## config.mk

```make
export PLATFORM = sky130hd
export DESIGN_NAME = fetch_unit_flat
export DESIGN_NICKNAME = d
export VERILOG_FILES = /design/src/rtl/fetch_pkg.sv /design/src/rtl/fetch_if.sv /design/src/rtl/fetch_fifo.sv /design/src/rtl/fetch_unit.sv /design/src/flat_wrapper.sv
export SDC_FILE = /design/constraint.sdc
export NUM_CORES = 1
export LEC_CHECK = 0
export BUFFER_PORTS_ARGS = -buffer_cell sky130_fd_sc_hd__buf_2
export CORE_AREA = 2 2 84 86
export DETAILED_ROUTE_END_ITERATION = 10
export DIE_AREA = 0 0 86 88
export GPL_TIMING_DRIVEN = 0
export PLACE_DENSITY = 0.88
export SLEW_MARGIN = 5
export SYNTH_ARGS = -nofsm -noshare
export SYNTH_HDL_FRONTEND = slang
export SYNTH_SLANG_ARGS = --single-unit
```

## constraint.sdc

```tcl
create_clock -name clk -period 5.2 [get_ports clk]
set_clock_uncertainty 0.05 [all_clocks]
set_input_delay 1.04 -clock clk [delete_from_list [all_inputs] [get_ports clk]]
set_output_delay 1.04 -clock clk [all_outputs]
set_load 0.01 [all_outputs]
```

## src/rtl/fetch_pkg.sv

```systemverilog
// fetch_pkg: shared widths, PC range defaults and the prefetch queue entry
// type for the instruction fetch stage.
//   ADDR_W   - instruction memory address / PC width
//   DATA_W   - instruction word width
//   PC_START - reset PC and wrap target
//   PC_WRAP  - last address fetched before the PC returns to PC_START
//   fetch_entry_t - {pc, instr} pair held in the prefetch queue
package fetch_pkg;

  localparam int unsigned ADDR_W = 5;
  localparam int unsigned DATA_W = 32;

  localparam logic [ADDR_W-1:0] PC_START = 5'd12;
  localparam logic [ADDR_W-1:0] PC_WRAP  = 5'd18;

  typedef struct packed {
    logic [ADDR_W-1:0] pc;
    logic [DATA_W-1:0] instr;
  } fetch_entry_t;

endpackage

```

## src/rtl/fetch_if.sv

```systemverilog
// fetch_if: bus bundle of the fetch stage.
//   Memory side : mem_rd, mem_addr (to memory), mem_rdata (from memory)
//   Redirect    : redir_valid, redir_pc (from execute)
//   Decoder side: out_valid, out_instr, out_pc (to decoder), out_ready (from decoder)
// modport master - the fetch unit
// modport slave  - the environment (memory, execute stage, decoder)
interface fetch_if;
  import fetch_pkg::*;

  logic              mem_rd;
  logic [ADDR_W-1:0] mem_addr;
  logic [DATA_W-1:0] mem_rdata;
  logic              redir_valid;
  logic [ADDR_W-1:0] redir_pc;
  logic              out_valid;
  logic              out_ready;
  logic [DATA_W-1:0] out_instr;
  logic [ADDR_W-1:0] out_pc;

  modport master (
    output mem_rd, mem_addr, out_valid, out_instr, out_pc,
    input  mem_rdata, redir_valid, redir_pc, out_ready
  );

  modport slave (
    input  mem_rd, mem_addr, out_valid, out_instr, out_pc,
    output mem_rdata, redir_valid, redir_pc, out_ready
  );

endinterface

```

## src/rtl/fetch_fifo.sv

```systemverilog
// fetch_fifo: synchronous DEPTH-entry FIFO of fetch_entry_t (prefetch queue).
//   clk, rst  - clock, synchronous active-high reset
//   i_clear   - drop all entries (takes priority over push/pop)
//   i_push    - write i_data at the tail
//   i_data    - entry to write
//   i_pop     - remove the head entry
//   o_count   - number of valid entries
//   o_head    - head entry (meaningful only when o_count != 0)
// DEPTH must be a power of two so the pointers wrap naturally.
module fetch_fifo
  import fetch_pkg::*;
#(
  parameter int unsigned DEPTH = 2
) (
  input  logic                       clk,
  input  logic                       rst,
  input  logic                       i_clear,
  input  logic                       i_push,
  input  fetch_entry_t               i_data,
  input  logic                       i_pop,
  output logic [$clog2(DEPTH+1)-1:0] o_count,
  output fetch_entry_t               o_head
);

  localparam int unsigned PTR_W = $clog2(DEPTH);
  localparam int unsigned CNT_W = $clog2(DEPTH + 1);

  fetch_entry_t     r_mem [DEPTH];
  logic [PTR_W-1:0] r_wptr;
  logic [PTR_W-1:0] r_rptr;
  logic [CNT_W-1:0] r_count;

  // Storage carries no reset; validity is tracked by r_count alone.
  always_ff @(posedge clk) begin
    if (i_push && !i_clear) begin
      r_mem[r_wptr] <= i_data;
    end
  end

  always_ff @(posedge clk) begin
    if (rst || i_clear) begin
      r_wptr  <= '0;
      r_rptr  <= '0;
      r_count <= '0;
    end else begin
      if (i_push) begin
        r_wptr <= r_wptr + 1'b1;
      end
      if (i_pop) begin
        r_rptr <= r_rptr + 1'b1;
      end
      case ({i_push, i_pop})
        2'b10:   r_count <= r_count + 1'b1;
        2'b01:   r_count <= r_count - 1'b1;
        default: r_count <= r_count;
      endcase
    end
  end

  always_comb begin
    o_count = r_count;
    o_head  = r_mem[r_rptr];
  end

endmodule

```

## src/rtl/fetch_unit.sv

```systemverilog
// fetch_unit: instruction fetch stage. Owns the PC, issues one read per cycle
// to the instruction memory, buffers returned words in a prefetch queue and
// presents {pc, instr} to the decoder over valid/ready. A redirect flushes
// the queue, drops any in-flight return and restarts fetch at redir_pc.
//   clk, rst    - clock, synchronous active-high reset
//   bus         - fetch_if.master: memory read port, redirect input,
//                 decoder output handshake
//   fetch_count - (FETCH_PERF_CNT_EN only) pops, modulo 2^16
//   flush_count - (FETCH_PERF_CNT_EN only) redirect cycles, modulo 2^16
// Optional feature macro: FETCH_PERF_CNT_EN.
module fetch_unit #(
  parameter logic [fetch_pkg::ADDR_W-1:0] PC_START = fetch_pkg::PC_START,
  parameter logic [fetch_pkg::ADDR_W-1:0] PC_WRAP  = fetch_pkg::PC_WRAP,
  parameter int unsigned                  DEPTH    = 2
) (
  input  logic        clk,
  input  logic        rst,
`ifdef FETCH_PERF_CNT_EN
  output logic [15:0] fetch_count,
  output logic [15:0] flush_count,
`endif
  fetch_if.master     bus
);
  import fetch_pkg::*;

  localparam int unsigned CNT_W = $clog2(DEPTH + 1);

  logic [ADDR_W-1:0] r_pc;
  logic [ADDR_W-1:0] r_issued_pc;
  logic              r_inflight;

  logic [ADDR_W-1:0] w_pc_next;
  logic [CNT_W-1:0]  w_count;
  logic [CNT_W:0]    w_occupancy;
  logic              w_valid;
  logic              w_pop;
  logic              w_issue;
  logic              w_discard;
  logic              w_push;
  fetch_entry_t      w_head;
  fetch_entry_t      w_ret;

  fetch_fifo #(
    .DEPTH (DEPTH)
  ) u_fifo (
    .clk     (clk),
    .rst     (rst),
    .i_clear (bus.redir_valid),
    .i_push  (w_push),
    .i_data  (w_ret),
    .i_pop   (w_pop),
    .o_count (w_count),
    .o_head  (w_head)
  );

  always_comb begin
    w_valid     = (w_count != '0);
    w_pop       = w_valid && bus.out_ready;
    // Slots committed after this edge; the in-flight read holds a reservation
    // so a return can always be pushed.
    w_occupancy = {1'b0, w_count} + (CNT_W+1)'(r_inflight) - (CNT_W+1)'(w_pop);
    w_issue     = !rst && !bus.redir_valid && (w_occupancy < (CNT_W+1)'(DEPTH));
    w_pc_next   = (r_pc == PC_WRAP) ? PC_START : r_pc + 1'b1;
    // The return lands in the same cycle as a redirect or reset and is
    // dropped there, so no flag needs to survive into the next cycle.
    w_discard   = r_inflight && (bus.redir_valid || rst);
    w_push      = r_inflight && !w_discard;
    w_ret.pc    = r_issued_pc;
    w_ret.instr = bus.mem_rdata;

    bus.mem_rd    = w_issue;
    bus.mem_addr  = r_pc;
    bus.out_valid = w_valid;
    bus.out_pc    = w_valid ? w_head.pc    : '0;
    bus.out_instr = w_valid ? w_head.instr : '0;
  end

  always_ff @(posedge clk) begin
    if (rst) begin
      r_pc        <= PC_START;
      r_issued_pc <= '0;
      r_inflight  <= 1'b0;
    end else begin
      r_inflight <= w_issue;
      if (w_issue) begin
        r_issued_pc <= r_pc;
      end
      if (bus.redir_valid) begin
        r_pc <= bus.redir_pc;
      end else if (w_issue) begin
        r_pc <= w_pc_next;
      end
    end
  end

`ifdef FETCH_PERF_CNT_EN
  always_ff @(posedge clk) begin
    if (rst) begin
      fetch_count <= '0;
      flush_count <= '0;
    end else begin
      if (w_pop) begin
        fetch_count <= fetch_count + 16'd1;
      end
      if (bus.redir_valid) begin
        flush_count <= flush_count + 16'd1;
      end
    end
  end
`endif

endmodule

```

## src/flat_wrapper.sv

```systemverilog
// flat-port wrapper written by rule: the top's interface ports become plain ports
module fetch_unit_flat import fetch_pkg::*;
#(
  parameter logic [fetch_pkg::ADDR_W-1:0] PC_START = fetch_pkg::PC_START,
  parameter logic [fetch_pkg::ADDR_W-1:0] PC_WRAP  = fetch_pkg::PC_WRAP,
  parameter int unsigned                  DEPTH    = 2
)
  (clk, rst, bus_mem_rd, bus_mem_addr, bus_out_valid, bus_out_instr, bus_out_pc, bus_mem_rdata, bus_redir_valid, bus_redir_pc, bus_out_ready);
  fetch_if bus_i ();
  input  logic clk;
  input  logic rst;
  output wire logic [$bits(bus_i.mem_rd)-1:0] bus_mem_rd;
  output wire logic [$bits(bus_i.mem_addr)-1:0] bus_mem_addr;
  output wire logic [$bits(bus_i.out_valid)-1:0] bus_out_valid;
  output wire logic [$bits(bus_i.out_instr)-1:0] bus_out_instr;
  output wire logic [$bits(bus_i.out_pc)-1:0] bus_out_pc;
  input wire logic [$bits(bus_i.mem_rdata)-1:0] bus_mem_rdata;
  input wire logic [$bits(bus_i.redir_valid)-1:0] bus_redir_valid;
  input wire logic [$bits(bus_i.redir_pc)-1:0] bus_redir_pc;
  input wire logic [$bits(bus_i.out_ready)-1:0] bus_out_ready;
  assign bus_mem_rd = bus_i.mem_rd;
  assign bus_mem_addr = bus_i.mem_addr;
  assign bus_out_valid = bus_i.out_valid;
  assign bus_out_instr = bus_i.out_instr;
  assign bus_out_pc = bus_i.out_pc;
  assign bus_i.mem_rdata = bus_mem_rdata;
  assign bus_i.redir_valid = bus_redir_valid;
  assign bus_i.redir_pc = bus_redir_pc;
  assign bus_i.out_ready = bus_out_ready;
  fetch_unit #(.PC_START(PC_START), .PC_WRAP(PC_WRAP), .DEPTH(DEPTH)) u_core (.clk(clk), .rst(rst), .bus(bus_i));
endmodule
```

; ---- After elaboration in Yosys (flattened, before gate mapping)
; Memory sizes are Yosys's and may differ from the RTL's. A register that Yosys moved wholly into a read port is not among the register bits.
; Index checks and enable logic that the tools add are counted.
[op_classes]
n_lt_le_gt_ge = 1
div = 0
n_reduce_logical = 13
muxes = 10
add_sub_neg = 7
n_mul = 0
bitwise_logic = 0
shifts = 0
n_eq_ne = 3
[op_table]
columns = op, count
row1 = $mux 32, 1
row2 = $mux 5, 4
row3 = $logic_and 1x1->1, 6
row4 = $reduce_bool 2->1, 3
row5 = $add 5x1->5 const B, 1
row6 = $eq 5x5->1 const B, 1
row7 = $mux 1, 4
row8 = $pmux 2 s2, 1
row9 = $add 2x1->3, 1
row10 = $logic_not 1->1, 3
row11 = $lt 3x2->1 const B, 1
row12 = $sub 3x1->3, 1
row13 = $add 1x1->1 const B, 2
row14 = $add 2x1->2 const B, 1
row15 = $eq 2x1->1 const B, 1
row16 = $eq 2x2->1 const B, 1
row17 = $sub 2x1->2 const B, 1
row18 = $logic_or 1x1->1, 1
[totals]
out_inout_bits = 44
mem_bits_rw = 74
mem_bits_ro = 0
latchBits = 0
regBits = 15
input_bits = 41
wordCells = 41
memories = 1
[mem_list]
columns = name, words, width, read_ports, rd_clocked_by_memory_dff, write_ports, line_no
row1 = u_core.u_fifo.r_mem, 2, 37, 1, 1, 1, fetch_fifo.sv:28  ; fetch_entry_t r_mem [DEPTH];

; ---- Longest topological paths before layout
; Gate-level depths: netlist of the first run.
[depth]
word_depth = 7
mapped_depth = 10
ltp_nobuf = 8

; ---- Modules after synthesis
; From an unflattened synthesis of the first run, not the netlist that was laid out.
[unflattened]
hier_cells = 246
area_unflattened_um2 = 3724.8
[by_module_without_submodules]
columns = module, area_each_um2, instances, seq_area_each_um2, cells_per_inst
row1 = fetch_fifo, 2861.5, 1, 2322.2, 135
row2 = fetch_unit, 863.3, 1, 220.2, 111

; ---- Worst setup path after synthesis of the first run
; OpenSTA, ideal clock, no wires.
[synth_timing]
kind = input to output
start = in bus_out_ready
end = out bus_mem_rd
slack_ns = 1.166
path_stages = 9
n_path_buf = 2
arrival_time_ns = 2.944
cell_sequence = o21ai_0 -> inv_1 -> ha_1 -> nand2b_1 -> fa_1 -> clkbuf_2 -> or3b_1 -> buf_2 -> nor2_1
[synth_via]
elab_chain_len = 4
[synth_rtl]
columns = element, line_no
row1 = start: declaration, flat_wrapper.sv:20  ; input wire logic [$bits(bus_i.out_ready)-1:0] bus_out_ready;
row2 = $logic_and 1x1->1, fetch_unit.sv:58  ; w_pop = w_valid && bus.out_ready;
row3 = via u_core.u_fifo.i_pop, fetch_fifo.sv:20  ; input logic i_pop,
row4 = $sub 3x1->3, fetch_unit.sv:61  ; w_occupancy = {1'b0, w_count} + (CNT_W+1)'(r_inflight) - (CNT_W+1)'(w_pop);
row5 = $lt 3x2->1, fetch_unit.sv:62  ; w_issue = !rst && !bus.redir_valid && (w_occupancy < (CNT_W+1)'(DEPTH));
row6 = $logic_and 1x1->1, fetch_unit.sv:62
row7 = end: declaration, flat_wrapper.sv:12  ; output wire logic [$bits(bus_i.mem_rd)-1:0] bus_mem_rd;
; The timed path passes the listed nets, and every way through them passes these cells.

; ---- Final worst setup path of the first run
; Same ends and word-level chain as after synthesis.

==> results of run 1 <==
==> power groups by stage <==
stage	Sequential (mW)	Clock (mW)	Combinational, mW
6_report	0.801	0.456	0.0698
5_1_grt	0.803	0.497	0.0778
4_1_cts	0.801	0.466	0.0705
3_5_place_dp	0.817	0	0.0701
3_3_place_gp	0.817	0	0.0652
2_1_floorplan	0.817	0	0.0348
==> layer usage <==
| layer | track usage [%] | part of all wire, % | vias to the layer above |
|---|---|---|---|
| li1 | - | - | 1139 |
| met1 | 21.8 | 41 | 1107 |
| met2 | 32.3 | 54 | 50 |
| met3 | 5.00 | 4.1 | 6 |
| met4 | 6.78 | 1.1 | 0 |
| met5 | 0 | 0 | - |
==> synthesized netlist by cell type (2+ instances only) <==
cell and n:
a21oi_1 6, buf_2 7, buf_4 3, clkbuf_1 3
dfxtp_1 16, edfxtp_1 74, ha_1 4, inv_1 6
mux2i_1 37, nand2_1 2, nand2b_1 4, nand3_1 8
nand4_1 2, nor2_1 44, nor3_1 4, o211ai_1 4
o21ai_0 3, o21ai_1 4, xnor2_1 2, xor2_1 4
==> worst max-delay path by stage <==
stage                                                 endpoint  slack, ns
final                                               bus_mem_rd       0.84
after global routing                                bus_mem_rd       0.69
after CTS                                           bus_mem_rd       0.83
after global placement    u_core.u_fifo.r_mem[0][19]$_DFFE_PP_       0.70
after floorplan                                     bus_mem_rd       1.17
after detailed placement                            bus_mem_rd       0.85
==> metrics by stage <==
step	util (%)	setup WS (ns)
after floorplan	-	1.17
after global placement	63.0	0.701
after detailed placement	63.5	0.850
after CTS	66.4	0.827
after global routing	66.4	0.687
final	66.4	0.844
==> area by class of cell <==
class                           count  area share [%]
Timing Repair Buffer               84            10.0
Sequential cell                    90            57.6
Buffer                             14            1.67
Inverter                            6           0.510
Clock buffer                        9            2.81
Tap cell                           80            2.27
Multi-Input combinational cell    148            23.5
Clock inverter                      7            1.59
==> sequential cells by signal, summed over array words and instances, names as in the netlist, named ones only <==
name / count
u_core.u_fifo.r_wptr: 1
u_core.r_issued_pc: 5
u_core.r_inflight: 1
u_core.bus.mem_addr: 5
u_core.u_fifo.r_rptr: 1
u_core.u_fifo.o_count: 2
u_core.u_fifo.r_mem: 74
==> critical path, delay by kind of cell <==
kind | cells | cell delay (ns)
adders and majority gates | 2 | 0.78
AOI/OAI and AO/OA | 1 | 0.14
and+or+nand+nor | 3 | 0.60
buffers and inverters | 5 | 0.72
==> kinds of logic (layout without fill, tap and decap cells) <==
family                   after synthesis  after routing
multiplexers                          37             37
adder cells (fa/ha/maj)                5              5
buffers and inverters                 20            120
flip-flops                            90             90
AO/OA/AOI/OAI                         27             27
XOR/XNOR                               7              7
AND/OR/NAND/NOR                       72             72
==> impl_metrics.tcl, run 1 <==
set metrics [dict create \
    status "finished, final reports clean" \
    viasPerCell 5.26 \
    synthTopCellsByArea "edfxtp_1, mux2i_1, dfxtp_1" \
    numCtsBuffers 9 \
    multi_input_area_um2 1040 \
    ff2ff_setup_slack_ns 2.27 \
    worstHoldPathCells 0 \
    rsz0062_at_grt "false" \
    antennaDiodeCount 0 \
    powerDensity_nw_per_um2 301 \
    cts_tree "built" \
    start_kind "input port" \
    cp_slowest_cell "fa_1" \
    post-route-period-util_pct 83.8 \
    gp_congestion 0.830 \
    wirelength_um 6760 \
    worstReg2RegEnd "u_core.r_issued_pc[3]$_SDFFE_PP0P_" \
    cts_root_buf "clkbuf_8" \
    die_w_um 86 \
    place_hpwl_um 4670 \
    tightest_slew_ns 0.929 \
    required_ns 4.11 \
    areaGrowthSynthToFinish_pct 20.3 \
    tns_ns 0 \
    grt_overflow 0 \
    design.core.area_um2 6640 \
    power.net_switching_mw 0.284 \
    crit_type "in -> out" \
    min_period_ns 4.36 \
    synth_flop_cell "edfxtp_1" \
    maxSlewHeadroom_pct 38.1 \
    grt_use_total_pct 18.4 \
    ant_nets 0 \
    hold_buffers 0 \
    synth_top_family_by_area "multiplexers" \
    drt-initial-drc-count 70 \
    rr_startpoint "u_core.u_fifo.o_count[1]$_SDFFE_PP0P_" \
    postCtsResizedCells 0 \
    slew_viol_final 0 \
    clock_sinks 90 \
    synth_nets 304 \
    syn_area_um2 3670 \
    grt_pass1_wl_um 10500 \
    p_comb_share_pct 5.3 \
    post_cts_buffers 0 \
    p_int_mw 1.04 \
    vias 2302 \
    synth_compound_area_share_pct 5.08 \
    synthMuxAreaShare_pct 10.1 \
    fill_cells 495 \
    synth_warnings 0 \
    fmax_ghz 0.230 \
    critPathMaxFanout 9 \
    finalPower_mw 1.33 \
    netSwitchingFraction_pct 21.4 \
    whs_endpoint "u_core.u_fifo.r_mem[1][35]$_DFFE_PP_" \
    synth.top_cell.area_share_pct 60.6 \
    hp-start "u_core.r_issued_pc[3]$_SDFFE_PP0P_" \
    slowest_delay_ns 0.48 \
    place_inst 422 \
    power_leakage_nw 1.67 \
    ys_ff_latch 90 \
    avgSynthCellArea_um2 14.2 \
    ys_seq_area_share_pct 69.3 \
    grt_max_degree 38 \
    drc 0 \
    critPathArrivalTime_ns 3.27 \
    r2r_cells 9 \
    clockPowerShare_pct 34.4 \
    grt_pass1_vias 2278 \
    end_kind "primary output" \
    power.share.sequential_pct 60.4 \
    synthAdderAreaFrac_pct 1.91 \
    cp_cell_sequence "buf_2 > o21ai_0 > inv_1 > ha_1 > nand2b_1 > fa_1 > clkbuf_2 > or3b_1 > buf_2 > nor2_1 > buf_2" \
    ir_drop_mv 0.179 \
    rows 30 \
    cap_violations 0 \
    synth-simple-area-share_pct 9.11 \
    portBuffers 83 \
    final_cell_mix "buf_2, edfxtp_1, nor2_1" \
    async_flop_share_pct 0 \
    fp.dieH_um 88 \
    clock_latency_ns 0.34 \
    dr.pass1.iters 5 \
    startpoint "bus_out_ready" \
    hold_ws_ns 0.415 \
    path_clk_slew_ns 0.08 \
    dieArea_um2 7570 \
    yosys.area.top_type "edfxtp_1" \
    nets 399 \
    finalHoldViolations 0 \
    synthXorXnorAreaFrac_pct 1.88 \
    final_common_cell "buf_2" \
    final_area_um2 4410 \
    drive_gt1_share_pct 32.4 \
    initial_core_util_pct 55.2 \
    holdCritPathClass "reg -> reg" \
    synth_edf_count 74 \
    final_cells 438 \
    clockBufferDepth 2 \
    wl_per_cell_um 15.4 \
    setup_viol 0 \
    synth_cell_type_count 41 \
    placed_area_um2 4220 \
    cp_common_cell "buf_2" \
    antenna_found_initial 0 \
    syn_inst 258 \
    area.sequential_um2 2540 \
    cts.htree.levels 3 \
    io_pins 85 \
]
Power figures use the tool's default switching activity.
==> run 2: changes to the inputs <==
--- a/config.mk
+++ b/config.mk
@@ -6,11 +6,11 @@
 export NUM_CORES = 1
 export LEC_CHECK = 0
 export BUFFER_PORTS_ARGS = -buffer_cell sky130_fd_sc_hd__buf_2
-export CORE_AREA = 2 2 84 86
+export CORE_AREA = 2 2 87 89
 export DETAILED_ROUTE_END_ITERATION = 10
-export DIE_AREA = 0 0 86 88
+export DIE_AREA = 0 0 89 91
 export GPL_TIMING_DRIVEN = 0
-export PLACE_DENSITY = 0.88
+export PLACE_DENSITY = 0.83
 export SLEW_MARGIN = 5
 export SYNTH_ARGS = -nofsm -noshare
 export SYNTH_HDL_FRONTEND = slang
==> constraint.sdc (replaced) <==
create_clock -name clk -period 4.1 [get_ports clk]
set_clock_uncertainty 0.05 [all_clocks]
set_input_delay 0.82 -clock clk [delete_from_list [all_inputs] [get_ports clk]]
set_output_delay 0.82 -clock clk [all_outputs]
set_load 0.01 [all_outputs]
==> impl_metrics.tcl, run 2 (same netlist as run 1, synthesis figures left out) <==
set metrics [dict create \
    status "finished, final reports clean" \
    drive_gt1_share_pct 32.4 \
    grt_max_degree 38 \
    antennaDiodeCount 0 \
    tightest_slew_ns 0.848 \
    clock_latency_ns 0.33 \
    finalWorstSetupSlack_ns 0.246 \
    cts.htree.levels 3 \
    path_depth 11 \
    rows 31 \
    maxSlewHeadroom_pct 43.5 \
    worstHoldPathCells 0 \
    final_common_cell "buf_2" \
    cap_violations 0 \
    gp_congestion 0.876 \
    required_ns 3.23 \
    post_cts_buffers 0 \
    place_ws_ns 0.219 \
    hold_buffers 0 \
    design.core.area_um2 7140 \
    fill_cells 565 \
    largest_reg_flops 74 \
    clock_sinks 90 \
    holdCritPathClass "reg -> reg" \
    post-route-period-util_pct 94.0 \
    cp_slowest_cell "fa_1" \
    placed_area_um2 4240 \
    drc 0 \
    cp_common_cell "buf_2" \
    power_leakage_nw 1.67 \
    place_hpwl_um 4670 \
    rsz0062_at_grt "false" \
    start_kind "input port" \
    powerDensity_nw_per_um2 378 \
    cts_tree "built" \
    r2r_cells 9 \
    postCtsResizedCells 0 \
    setup_viol 0 \
    viasPerCell 5.04 \
    wirelength_um 6570 \
    fmax_ghz 0.260 \
    grt_pass1_vias 2213 \
    min_period_ns 3.85 \
    grt_pass1_wl_um 10100 \
    critPathArrivalTime_ns 2.98 \
    m1WireLength_um 2770 \
    final_cell_mix "buf_2, edfxtp_1, nor2_1" \
    vias 2305 \
    grt_use_total_pct 16.4 \
    critPathBufInv 5 \
    antenna_found_initial 0 \
    ir_drop_mv 0.211 \
    io_pins 85 \
    grt_overflow 0 \
    initial_core_util_pct 51.4 \
    numCtsBuffers 9 \
    nets 399 \
    wl_per_cell_um 14.4 \
    portBuffers 83 \
    drt-initial-drc-count 106 \
    slew_viol_final 0 \
    path_clk_slew_ns 0.08 \
    clockBufferDepth 2 \
    finalHoldViolations 0 \
    wl_met2_um 3440 \
    slowest_delay_ns 0.48 \
    crit_type "in -> out" \
    ant_nets 0 \
    critPathMaxFanout 9 \
    path_delay_family "adder cells" \
    wl_met3_um 341 \
    final_area_um2 4430 \
    dieArea_um2 8100 \
    die_w_um 89 \
    max_flop_register "u_core.u_fifo.r_mem" \
    areaGrowthSynthToFinish_pct 20.7 \
    dr.pass1.iters 4 \
    finalPower_mw 1.67 \
    end_kind "primary output" \
    cts_root_buf "clkbuf_8" \
    dr.max_layer_used "met4" \
    cp_cell_sequence "buf_2 > o21ai_1 > inv_1 > ha_1 > nand2b_1 > fa_1 > clkbuf_2 > or3b_1 > buf_2 > nor2_1 > buf_2" \
    fp.dieH_um 91 \
]
## run 2: cell types whose count changed in the layout (fill, tap and decap cells not counted), sizes merged
cell / previous run / this run
clkinv: 3 / 4
clkinvlp: 3 / 1
inv: 6 / 7
## run 2: worst reg2reg max path: stages, from the launching register on
cell and delay, ns:
dfxtp_1 0.41, o21ai_1 0.24, inv_1 0.09, ha_1 0.28
nand2b_1 0.15, fa_1 0.48, clkbuf_2 0.18, nor3b_1 0.51
nand3_1 0.17, a21oi_1 0.14
## run 2: stage by stage
step | hold slack, ns | util (%) | cells | TNS, ns
after global placement | 0.381 | 59.0 | 440 | -9.33
after floorplan | 0.372 | - | 258 | 0
final | 0.402 | 62.1 | 457 | 0
after detailed placement | 0.387 | 59.4 | 441 | 0
after global routing | 0.423 | 62.1 | 457 | 0
after CTS | 0.406 | 62.1 | 457 | 0
## run 2: per-layer routing
| metal | up-vias | global-route usage [%] |
|---|---|---|
| li1 | 1138 | - |
| met1 | 1099 | 19.1 |
| met2 | 66 | 29.2 |
| met3 | 2 | 4.55 |
| met4 | 0 | 4.10 |
| met5 | - | 0 |
## run 2: final cells by class
cell class | instances | area, um2 | area share [%]
flip-flops and latches | 90 | 2540 | 57.4
multi-input cells | 148 | 1040 | 23.4
repair buffers | 84 | 435 | 9.83
clock buffers | 9 | 124 | 2.80
well taps | 99 | 124 | 2.80
plain buffers | 14 | 73.8 | 1.67
clock inverters | 7 | 68.8 | 1.55
inverters | 6 | 22.5 | 0.508
## run 2: path summary, 6_finish.rpt
| path | slack (ns) | start | endpoint |
|---|---|---|---|
| max | 0.25 | bus_out_ready | bus_mem_rd |
| min | 0.40 | u_core.r_issued_pc[3]$_SDFFE_PP0P_ | u_core.u_fifo.r_mem[0][35]$_DFFE_PP_ |
| max reg2reg | 1.34 | u_core.u_fifo.o_count[1]$_SDFFE_PP0P_ | u_core.r_issued_pc[0]$_SDFFE_PP0P_ |
| min reg2reg | 0.40 | u_core.r_issued_pc[3]$_SDFFE_PP0P_ | u_core.u_fifo.r_mem[0][35]$_DFFE_PP_ |
## run 2: where the power goes
group	switching (mW)	total (mW)	leakage [nW]	internal (mW)
sequential	0.0123	1.02	0.802	1.00
clock	0.289	0.570	0.0970	0.281
combinational	0.0477	0.0882	0.775	0.0404
total	0.349	1.67	1.67	1.32
